[src/rtl/adc_sample_packer_pkg.sv]
// Shared constants and types for the 10-to-16 ADC sample packer.
package adc_sample_packer_pkg;

    localparam int SAMPLE_WIDTH  = 10;
    localparam int WORD_WIDTH    = 16;
    localparam int GROUP_SAMPLES = 8;
    localparam int GROUP_WORDS   = 5;
    localparam int ACC_WIDTH     = 26;
    localparam int FILL_WIDTH    = 5;

    // bit n set = a word completes on phase n
    localparam logic [GROUP_SAMPLES-1:0] EMIT_MASK = 8'b11011010;

    typedef logic [SAMPLE_WIDTH-1:0] sample_t;
    typedef logic [WORD_WIDTH-1:0]   word_t;
    typedef logic [2:0]              phase_t;

    function automatic sample_t sign_conv(input sample_t s, input bit en);
        sample_t r;
        r = s;
        if (en) begin
            r[SAMPLE_WIDTH-1] = ~s[SAMPLE_WIDTH-1];
        end
        return r;
    endfunction

endpackage

[src/rtl/adc_sample_packer_accumulator.sv]
// Little-endian bit accumulator: appends 10-bit samples above the residue
// and hands out the low 16 bits when a word completes.
module packer_accumulator
    import adc_sample_packer_pkg::*;
(
    input  logic    clock,
    input  logic    nReset,
    input  logic    i_clear,
    input  logic    i_shift,
    input  logic    i_emit,
    input  sample_t i_sample,
    output word_t   o_word
);

    logic [ACC_WIDTH-1:0]  r_acc;
    logic [FILL_WIDTH-1:0] r_fill;
    logic [ACC_WIDTH-1:0]  w_merged;

    assign w_merged = r_acc | (ACC_WIDTH'(i_sample) << r_fill);
    assign o_word   = w_merged[WORD_WIDTH-1:0];

    always_ff @(posedge clock or negedge nReset) begin
        if (!nReset) begin
            r_acc  <= '0;
            r_fill <= '0;
        end else if (i_clear) begin
            r_acc  <= '0;
            r_fill <= '0;
        end else if (i_shift) begin
            if (i_emit) begin
                r_acc  <= w_merged >> WORD_WIDTH;
                r_fill <= r_fill - FILL_WIDTH'(WORD_WIDTH - SAMPLE_WIDTH);
            end else begin
                r_acc  <= w_merged;
                r_fill <= r_fill + FILL_WIDTH'(SAMPLE_WIDTH);
            end
        end
    end

endmodule

[src/rtl/adc_sample_packer.sv]
// Packs 10-bit ADC samples into 16-bit FIFO words (8 samples -> 5 words),
// or zero-extends one sample per word in legacy mode.
module adc_sample_packer
    import adc_sample_packer_pkg::*;
#(
    parameter bit PACKED       = 1'b1,
    parameter bit SIGN_CONVERT = 1'b0
) (
    input  logic        clock,
    input  logic        nReset,
    input  logic        isWriting,
    input  logic [9:0]  dataIn,
    output logic [15:0] dataOut,
    output logic        dataOutValid,
    output logic        groupStart,
    output logic [31:0] sampleCount
);

    phase_t      r_phase;
    word_t       r_data;
    logic        r_valid;
    logic        r_group;
    logic [31:0] r_sample_count;

    sample_t w_sample;
    word_t   w_word;
    logic    w_emit;
    logic    w_first;
    logic    w_fire;

    assign w_sample = sign_conv(dataIn, SIGN_CONVERT);

    // Packed mode: word 0 of a group completes on phase 1.
    // Legacy mode: the phase counter simply counts words mod 8.
    always_comb begin
        w_emit  = 1'b1;
        w_first = (r_phase == 3'd0);
        if (PACKED) begin
            w_emit  = EMIT_MASK[r_phase];
            w_first = (r_phase == 3'd1);
        end
    end

    assign w_fire = isWriting & w_emit;

    packer_accumulator u_acc (
        .clock    (clock),
        .nReset   (nReset),
        .i_clear  (~isWriting),
        .i_shift  (isWriting & PACKED),
        .i_emit   (w_emit),
        .i_sample (w_sample),
        .o_word   (w_word)
    );

    always_ff @(posedge clock or negedge nReset) begin
        if (!nReset) begin
            r_phase        <= '0;
            r_data         <= '0;
            r_valid        <= 1'b0;
            r_group        <= 1'b0;
            r_sample_count <= '0;
        end else begin
            r_valid <= w_fire;
            r_group <= w_fire & w_first;
            if (w_fire) begin
                r_data <= PACKED ? w_word : WORD_WIDTH'(w_sample);
            end
            if (isWriting) begin
                r_phase        <= r_phase + 3'd1;
                r_sample_count <= r_sample_count + 32'd1;
            end else begin
                r_phase <= '0;
            end
        end
    end

    assign dataOut      = r_data;
    assign dataOutValid = r_valid;
    assign groupStart   = r_group;
    assign sampleCount  = r_sample_count;

endmodule
[config.mk]
export PLATFORM = sky130hd
export DESIGN_NAME = adc_sample_packer
export DESIGN_NICKNAME = d
export VERILOG_FILES = /design/src/rtl/adc_sample_packer_pkg.sv /design/src/rtl/adc_sample_packer_accumulator.sv /design/src/rtl/adc_sample_packer.sv
export SDC_FILE = /design/constraint.sdc
export NUM_CORES = 1
export LEC_CHECK = 0
export ABC_AREA = 1
export ABC_CLOCK_PERIOD_IN_PS = 1850
export CAP_MARGIN = 5
export CORE_MARGIN = 4
export CORE_UTILIZATION = 40
export DETAILED_ROUTE_END_ITERATION = 10
export GPL_ROUTABILITY_DRIVEN = 0
export PLACE_DENSITY = 0.68
export REMOVE_ABC_BUFFERS = 1
export SLEW_MARGIN = 20
export SYNTH_ARGS = -nofsm -noshare
export SYNTH_HDL_FRONTEND = slang
export SYNTH_SLANG_ARGS = --single-unit
[constraint.sdc]
create_clock -name clock -period 1.85 [get_ports clock]
set_clock_uncertainty 0.15 [all_clocks]
set_input_delay 0.2775 -clock clock [delete_from_list [all_inputs] [get_ports clock]]
set_output_delay 0.2775 -clock clock [all_outputs]
set_load 0.05 [all_outputs]
==> flow_metrics.env <==
export IMPL_crit_chain="ha_1 -> a21oi_2 -> nand2_1 -> buf_4 -> nand2_1 -> nand2_1"
export IMPL_fin_hold_ws_ns=0.251
export IMPL_first_global_vias=3843
export IMPL_root_buffer="clkbuf_8"
export IMPL_drt_iter0_drc=221
export IMPL_fp_dieW_um=112
export IMPL_powerDensity_nw_per_um2=1030
export IMPL_path_clk_slew_ns=0.09
export IMPL_status="completed"
export IMPL_cts_made_buffers=9
export IMPL_crit_buf_inv=1
export IMPL_wire_per_inst_um=13.2
export IMPL_placed_cells=775
export IMPL_cp_start_kind="flip-flop"
export IMPL_overflow=0
export IMPL_p_seq_share_pct=41.1
export IMPL_combPwrFrac_pct=33.8
export IMPL_synth_cell_types=29
export IMPL_syn_inst=570
export IMPL_ys_ff_latch=83
export IMPL_ctsLongestPathBuffers=2
export IMPL_insertion_delay_ns=0.36
export IMPL_dieArea_um2=12600
export IMPL_grt_use_total_pct=17.4
export IMPL_die_y_um=112
export IMPL_first_pass_iters=4
export IMPL_slew_viol_final=0
export IMPL_drtAntennaViolNets=0
export IMPL_fin_crit_sh_pct=90.0
export IMPL_crit_type="reg2reg"
export IMPL_slowest_stage="dfrtp_1"
export IMPL_ff2ff_path_depth=6
export IMPL_yosysWarningCount=0
export IMPL_grt_setup_unrepaired="false"
export IMPL_ioPinCount=63
export IMPL_timing_critical_path_max_delay_family="flip-flops"
export IMPL_path_common_cell="nand2_1"
export IMPL_cts_setup_buffers=0
export IMPL_fin_util_pct=51.3
export IMPL_grt_pass1_wl_um=18000
export IMPL_crit_fanout=13
export IMPL_core_um2=10500
export IMPL_cp_data_required_time_ns=1.94
export IMPL_maxCapViolCount=0
export IMPL_final_net_count=668
export IMPL_p_int_mw=3.39
export IMPL_relSlewSlack_pct=69.9
export IMPL_ys_seq_area_share_pct=47.6
export IMPL_synth_area_per_cell_um2=7.65
export IMPL_p_sw_share_pct=38.5
export IMPL_fin_cells=792
export IMPL_htreeDepth=3
export IMPL_antenna_cells=0
export IMPL_grt_max_degree=35
export IMPL_num_vias=3824
export IMPL_cts_tree="done"
export IMPL_fmax_ghz=0.601
export IMPL_synth_area_um2=4360
export IMPL_clkPwrFrac_pct=25.0
export IMPL_syn2layout_area_growth_pct=23.1
export IMPL_vias_per_cell=4.83
export IMPL_row_count=37
export IMPL_drt_wl_total_um=10400
export IMPL_p_leak_nw=2.81
export IMPL_final_area_um2=5370
export IMPL_layout_drive_gt1_share_pct=18.0
export IMPL_worstMarginPinSlew_ns=0.452
export IMPL_dpl_instance_area_um2=5140
export IMPL_portBuffers=62
export IMPL_hold_path_class="in2async"
export IMPL_cp_arrival_ns=1.75
export IMPL_power_switching_mw=2.12
export IMPL_initial_utilization_pct=41.7
export IMPL_max_stage_delay_ns=0.42
export IMPL_clock_sinks=83
export IMPL_endpoint_kind="flip-flop"
export IMPL_setup_viol_count_final=0
export IMPL_peakVddDrop_mv=0.631
export IMPL_place_hpwl_um=7910
export IMPL_antenna_found_initial=0
export IMPL_drcViolationCount=0
export IMPL_finalCriticalPeriod_ns=1.66
export IMPL_finalHoldViolCount=0
export IMPL_path_depth=6
==> layout make-up <==
type / count / area, µm²
clock buffers: 13 / 169
fillers: 1009 / 5090
repair buffers: 84 / 686
multi-input cells: 411 / 1990
inverters: 62 / 233
clock inverters: 3 / 45.0
well taps: 136 / 170
flip-flops and latches: 83 / 2080
==> placed cells by master, fill, tap and decap left out, types with 3 or more instances in the layout <==
cell,n
o21bai_1,11
clkdlybuf4s50_1,11
nor2_1,39
o21ai_0,5
ha_1,4
xnor2_1,9
nand2_2,3
xor2_1,11
nand4_1,14
nor3_2,3
nand3_1,47
clkbuf_8,12
dfrtp_1,81
nand3b_1,6
nand2_1,224
nor2_2,7
nor2_4,5
buf_4,70
inv_2,6
inv_1,56
a21oi_1,12
==> stage by stage <==
step / TNS, ns / worst slack (ns) / total power [mW]
detailed placement: -0.0389 / -0.0389 / 4.18
CTS: 0 / 0.139 / 5.58
global placement: 0 / 0.0474 / 4.15
global route: 0 / 0.00136 / 5.84
finish: 0 / 0.186 / 5.51
floorplan: -0.104 / -0.0323 / 3.53
==> layer usage <==
metal  track usage [%]  part of all wire, %  vias to the layer above  wire length [µm]
met5                 0                    0                        -                 0
met4              5.21                  1.4                        0               145
met3              4.31                  5.3                       13               550
met2              28.2                   47                       94              4890
met1              23.2                   47                     1778              4860
li1                  -                    -                     1939                 -
==> logic make-up after synthesis <==
logic type | count (synthesis) | share of synthesized area [%]
XOR/XNOR | 20 | 4.01
buffers and inverters | 76 | 6.97
adder cells (fa/ha/maj) | 4 | 1.15
AND/OR/NAND/NOR | 354 | 35.6
flip-flops | 83 | 47.6
AO/OA/AOI/OAI | 33 | 4.67
==> timing repair <==
| action | CTS | global route |
|---|---|---|
| resized for setup | 0 | 4 |
| hold endpoints to repair | 31 | 0 |
| endpoints found under the setup margin | 0 | 4 |
| hold buffers | 1 | 0 |
==> worst paths after layout <==
| kind | startpoint | to | slack (ns) |
|---|---|---|---|
| worst max register to register | r_phase[0] | dataOut[6] | 0.19 |
| worst min-delay path | nReset | u_acc.r_acc[4] | 0.25 |
| worst max-delay path | r_phase[0] | dataOut[6] | 0.19 |
| max in group asynchronous | nReset | sampleCount[18] | 0.76 |
| min in group clock | dataOut[12] | dataOut[12] | 0.33 |
| worst min register to register | dataOut[12] | dataOut[12] | 0.33 |
==> power by group through the flow <==
stage	registers (mW)	logic (mW)	clock network (mW)
2_1_floorplan	2.90	0.632	0
3_3_place_gp	2.29	1.86	0
3_5_place_dp	2.30	1.88	0
4_1_cts	2.27	1.88	1.43
5_1_grt	2.31	2.03	1.50
6_report	2.27	1.86	1.38
==> cells in the mapped netlist, drive strengths merged <==
master,number,area (µm²)
nand2,227,860
dfrtp,83,2080
inv,62,233
nor2,51,239
nand3,49,263
nand4,15,100
buf,14,71.3
a21oi,13,68.8
o21bai,11,82.6
xor2,11,96.3
xnor2,9,78.8
nand3b,6,45.0
nor3,5,40.0
o21ai,5,25.0
ha,4,50.1
a21o,2,15.0
a31oi,2,12.5
or2,1,6.26
==> flip-flops by register name (all words and copies together), names as in the netlist <==
signal / cells
sampleCount: 32
u_acc.r_acc: 26
dataOut: 16
u_acc.r_fill: 4
r_phase: 3
dataOutValid: 1
groupStart: 1
Note: power is estimated with default switching activity, not from simulation.
==> RTL change (same flow settings) <==
Change the package constant `FILL_WIDTH` from 5 to 7.
--- a/src/rtl/adc_sample_packer_pkg.sv
+++ b/src/rtl/adc_sample_packer_pkg.sv
@@ -7,5 +7,5 @@
     localparam int GROUP_WORDS   = 5;
     localparam int ACC_WIDTH     = 26;
-    localparam int FILL_WIDTH    = 5;
+    localparam int FILL_WIDTH    = 7;
 
     // bit n set = a word completes on phase n
Function: same outputs for any inputs over 10 cycles, from zero or initial values and one cycle with nReset low; that may be too few to reach the edited logic, so the function may still have changed.
==> RTL change against the original RTL <==
- critical path depth is 3 higher
- cell area grew 8.0%
- sequential cell count grew 2
- fmax is 4.6% lower
- combinational power is 29% higher
- setup slack worse by 0.081 ns
- utilization rose by 1.3 points
- first-iteration DRC count grew 33%
- area after synthesis is 5.0% higher
- routed wire length up 10%
- die area up 4.6%
- clock power is 41% higher
- total power rose by 22%
- global-route usage rose by 1.1 points
==> RTL change: results (changes against the original RTL) <==
Pwr:
- The share of power burned in combinational logic is 35.7% (was 33.8%).
- The peak supply drop was 1.005 mV (was 0.6306 mV).
- The static leakage came to 0.002961 uW (was 0.002808 uW).
- The portion of total power attributed to sequential cells was 35.5% (was 41.1%).
- The switching power total came to 2585 uW (was 2124 uW).
- The power density over the cells came to 1158 mW/mm^2 (was 1026 mW/mm^2).

Synthesis:
- The share of synthesized cell area in full adder, half adder and majority cells came to 1.639% (was 1.147%).
- Main area contributors after synthesis: dfrtp_1 (46%), nand2_1 (18%), nand3_1 (6.0%) (was dfrtp_1 (48%), nand2_1 (19%), nand3_1 (5.4%)).
- The count of different cell masters after synthesis is 34 (was 29).
- Ranking of synthesized cells by instance count: nand2_1 (217), dfrtp_1 (85), nand3_1 (55), nor2_1 (51), inv_1 (49) (was nand2_1 (224), dfrtp_1 (83), inv_1 (56), nand3_1 (47), nor2_1 (40)).
- The synthesized-area fraction occupied by xor and xnor cells is 4.372% (was 4.015%).
- The sequential area share after synthesis is 46.45% (was 47.61%).
- The warning count from the yosys run is 0 (unchanged).
- The fraction of the mapped netlist area in compound gates is 5.519% (was 4.675%).
- The dominant synthesized flop cell was dfrtp_1 (unchanged).

Drt:
- The number of iterations in the first detailed-routing pass is 5 (was 4).
- The final wirelength came to 11490 um (was 10450 um).
- The count of nets left with antenna violations after detail routing is 0 (unchanged).
- The total via count after detailed routing is 4207 (was 3824).
- The number of violations reported at the end of detailed-routing iteration 0 came to 293 (was 221).

Global route:
- The wire length of the first global-routing pass is 19600 um (was 18020 um).
- The global router's overall resource usage is 18.54% (was 17.41%).
- The pin count of the biggest net entering global routing is 37 (was 35).

Clock tree:
- The buffer levels on the longest clock path is 2 (unchanged).
- The clock-pin slew on the worst setup and hold paths is 0.06 ns (was 0.09 ns).
- The root buffer cell is clkbuf_16 (was clkbuf_8).

Critical path:
- The longest individual stage delay on the worst path came to 0.39 ns (was 0.42 ns).
- The arrival time at the worst endpoint is 1.84 ns (was 1.75 ns).
- The worst setup path endpoint is u_acc.r_fill[6] (was dataOut[6]).
- The largest driver fanout on the critical path came to 2 (was 13).
- The length in cells of the worst reg-to-reg path is 9 (was 6).
- The flop-to-flop setup slack is 0.10 ns (was 0.19 ns).

Run status:
- Status: finished, final reports clean (unchanged).

Place:
- The count of buffers inserted at the top-level ports is 62 (unchanged).
- The half-perimeter wire length after placement is 8497 um (was 7908 um).

Finish:
- The post-layout net count came to 704 (was 668).
- The count of filler cells inserted in the layout is 1038 (was 1009).
- The number of flip-flops under the largest register name is 32 (unchanged).
- The fraction of final layout cells with drive strength greater than 1 is 19.13% (was 17.99%).

STA:
- The transition time of the tightest slew-check pin is 0.5077 ns (was 0.4518 ns).
- The total setup violations reported at the end of the flow is 0 (unchanged).

Worst hold path:
- The path category of the worst min-delay check is primary input to asynchronous set/reset pin (unchanged).
-- RTL change: changes by cell type in the layout (fill, tap and decap cells not counted), sizes merged, moves of 4 or more --
| cell | change |
|---|---|
| nor2 | +9 |
| o21bai | -4 |
| buf | +12 |
| nand4 | -6 |
| nand3 | +8 |
| nor3 | +4 |
| nand2 | -4 |
| a21oi | +4 |
| o21ai | +6 |
| inv | -9 |
-- RTL change: critical path, delay by kind of cell, from the launching register on --
kind	cells	cell delay, ns
AO/OA/AOI/OAI	3	0.35
adder cells (fa/ha/maj)	2	0.47
buffers and inverters	1	0.08
flip-flops	1	0.39
AND/OR/NAND/NOR	3	0.22
-- RTL change: metal layers --
metal / global-route usage (%) / vias up / wire length (um)
li1: - / 2071 / -
met1: 23.67 / 1973 / 5021
met2: 30.63 / 138 / 5480
met3: 5.211 / 25 / 743
met4: 5.712 / 0 / 244
met5: 0 / - / 0
-- RTL change: cell type report --
type	instances	share of cell area (%)
clock buffers	11	4.010
well taps	140	3.019
multi-input cells	439	37.62
repair buffers	96	13.58
clock inverters	5	1.466
inverters	54	3.622
flip-flops and latches	85	36.68
-- RTL change: stage by stage --
step                cell area (sq um)  instances   TNS, ns  setup WS [ns]  hold WS, ns
global route                     5803        830  -0.01297       -0.01297       0.2947
CTS                              5766        828         0        0.03623       0.2617
finish                           5803        830         0         0.1048       0.2582
global placement                 5438        811   -0.4610       -0.07658      0.08205
detailed placement               5438        811    -1.074        -0.1331      0.09181
floorplan                        4499        578   -0.7016        -0.1359      -0.1681
-- RTL change: what timing repair did --
| item | CTS | global route |
|---|---|---|
| hold endpoints to repair | 26 | 0 |
| pin swaps | 0 | 2 |
| setup endpoints to repair | 1 | 11 |
| hold buffers | 1 | 0 |
| resized for setup | 1 | 9 |
| setup buffers | 0 | 2 |
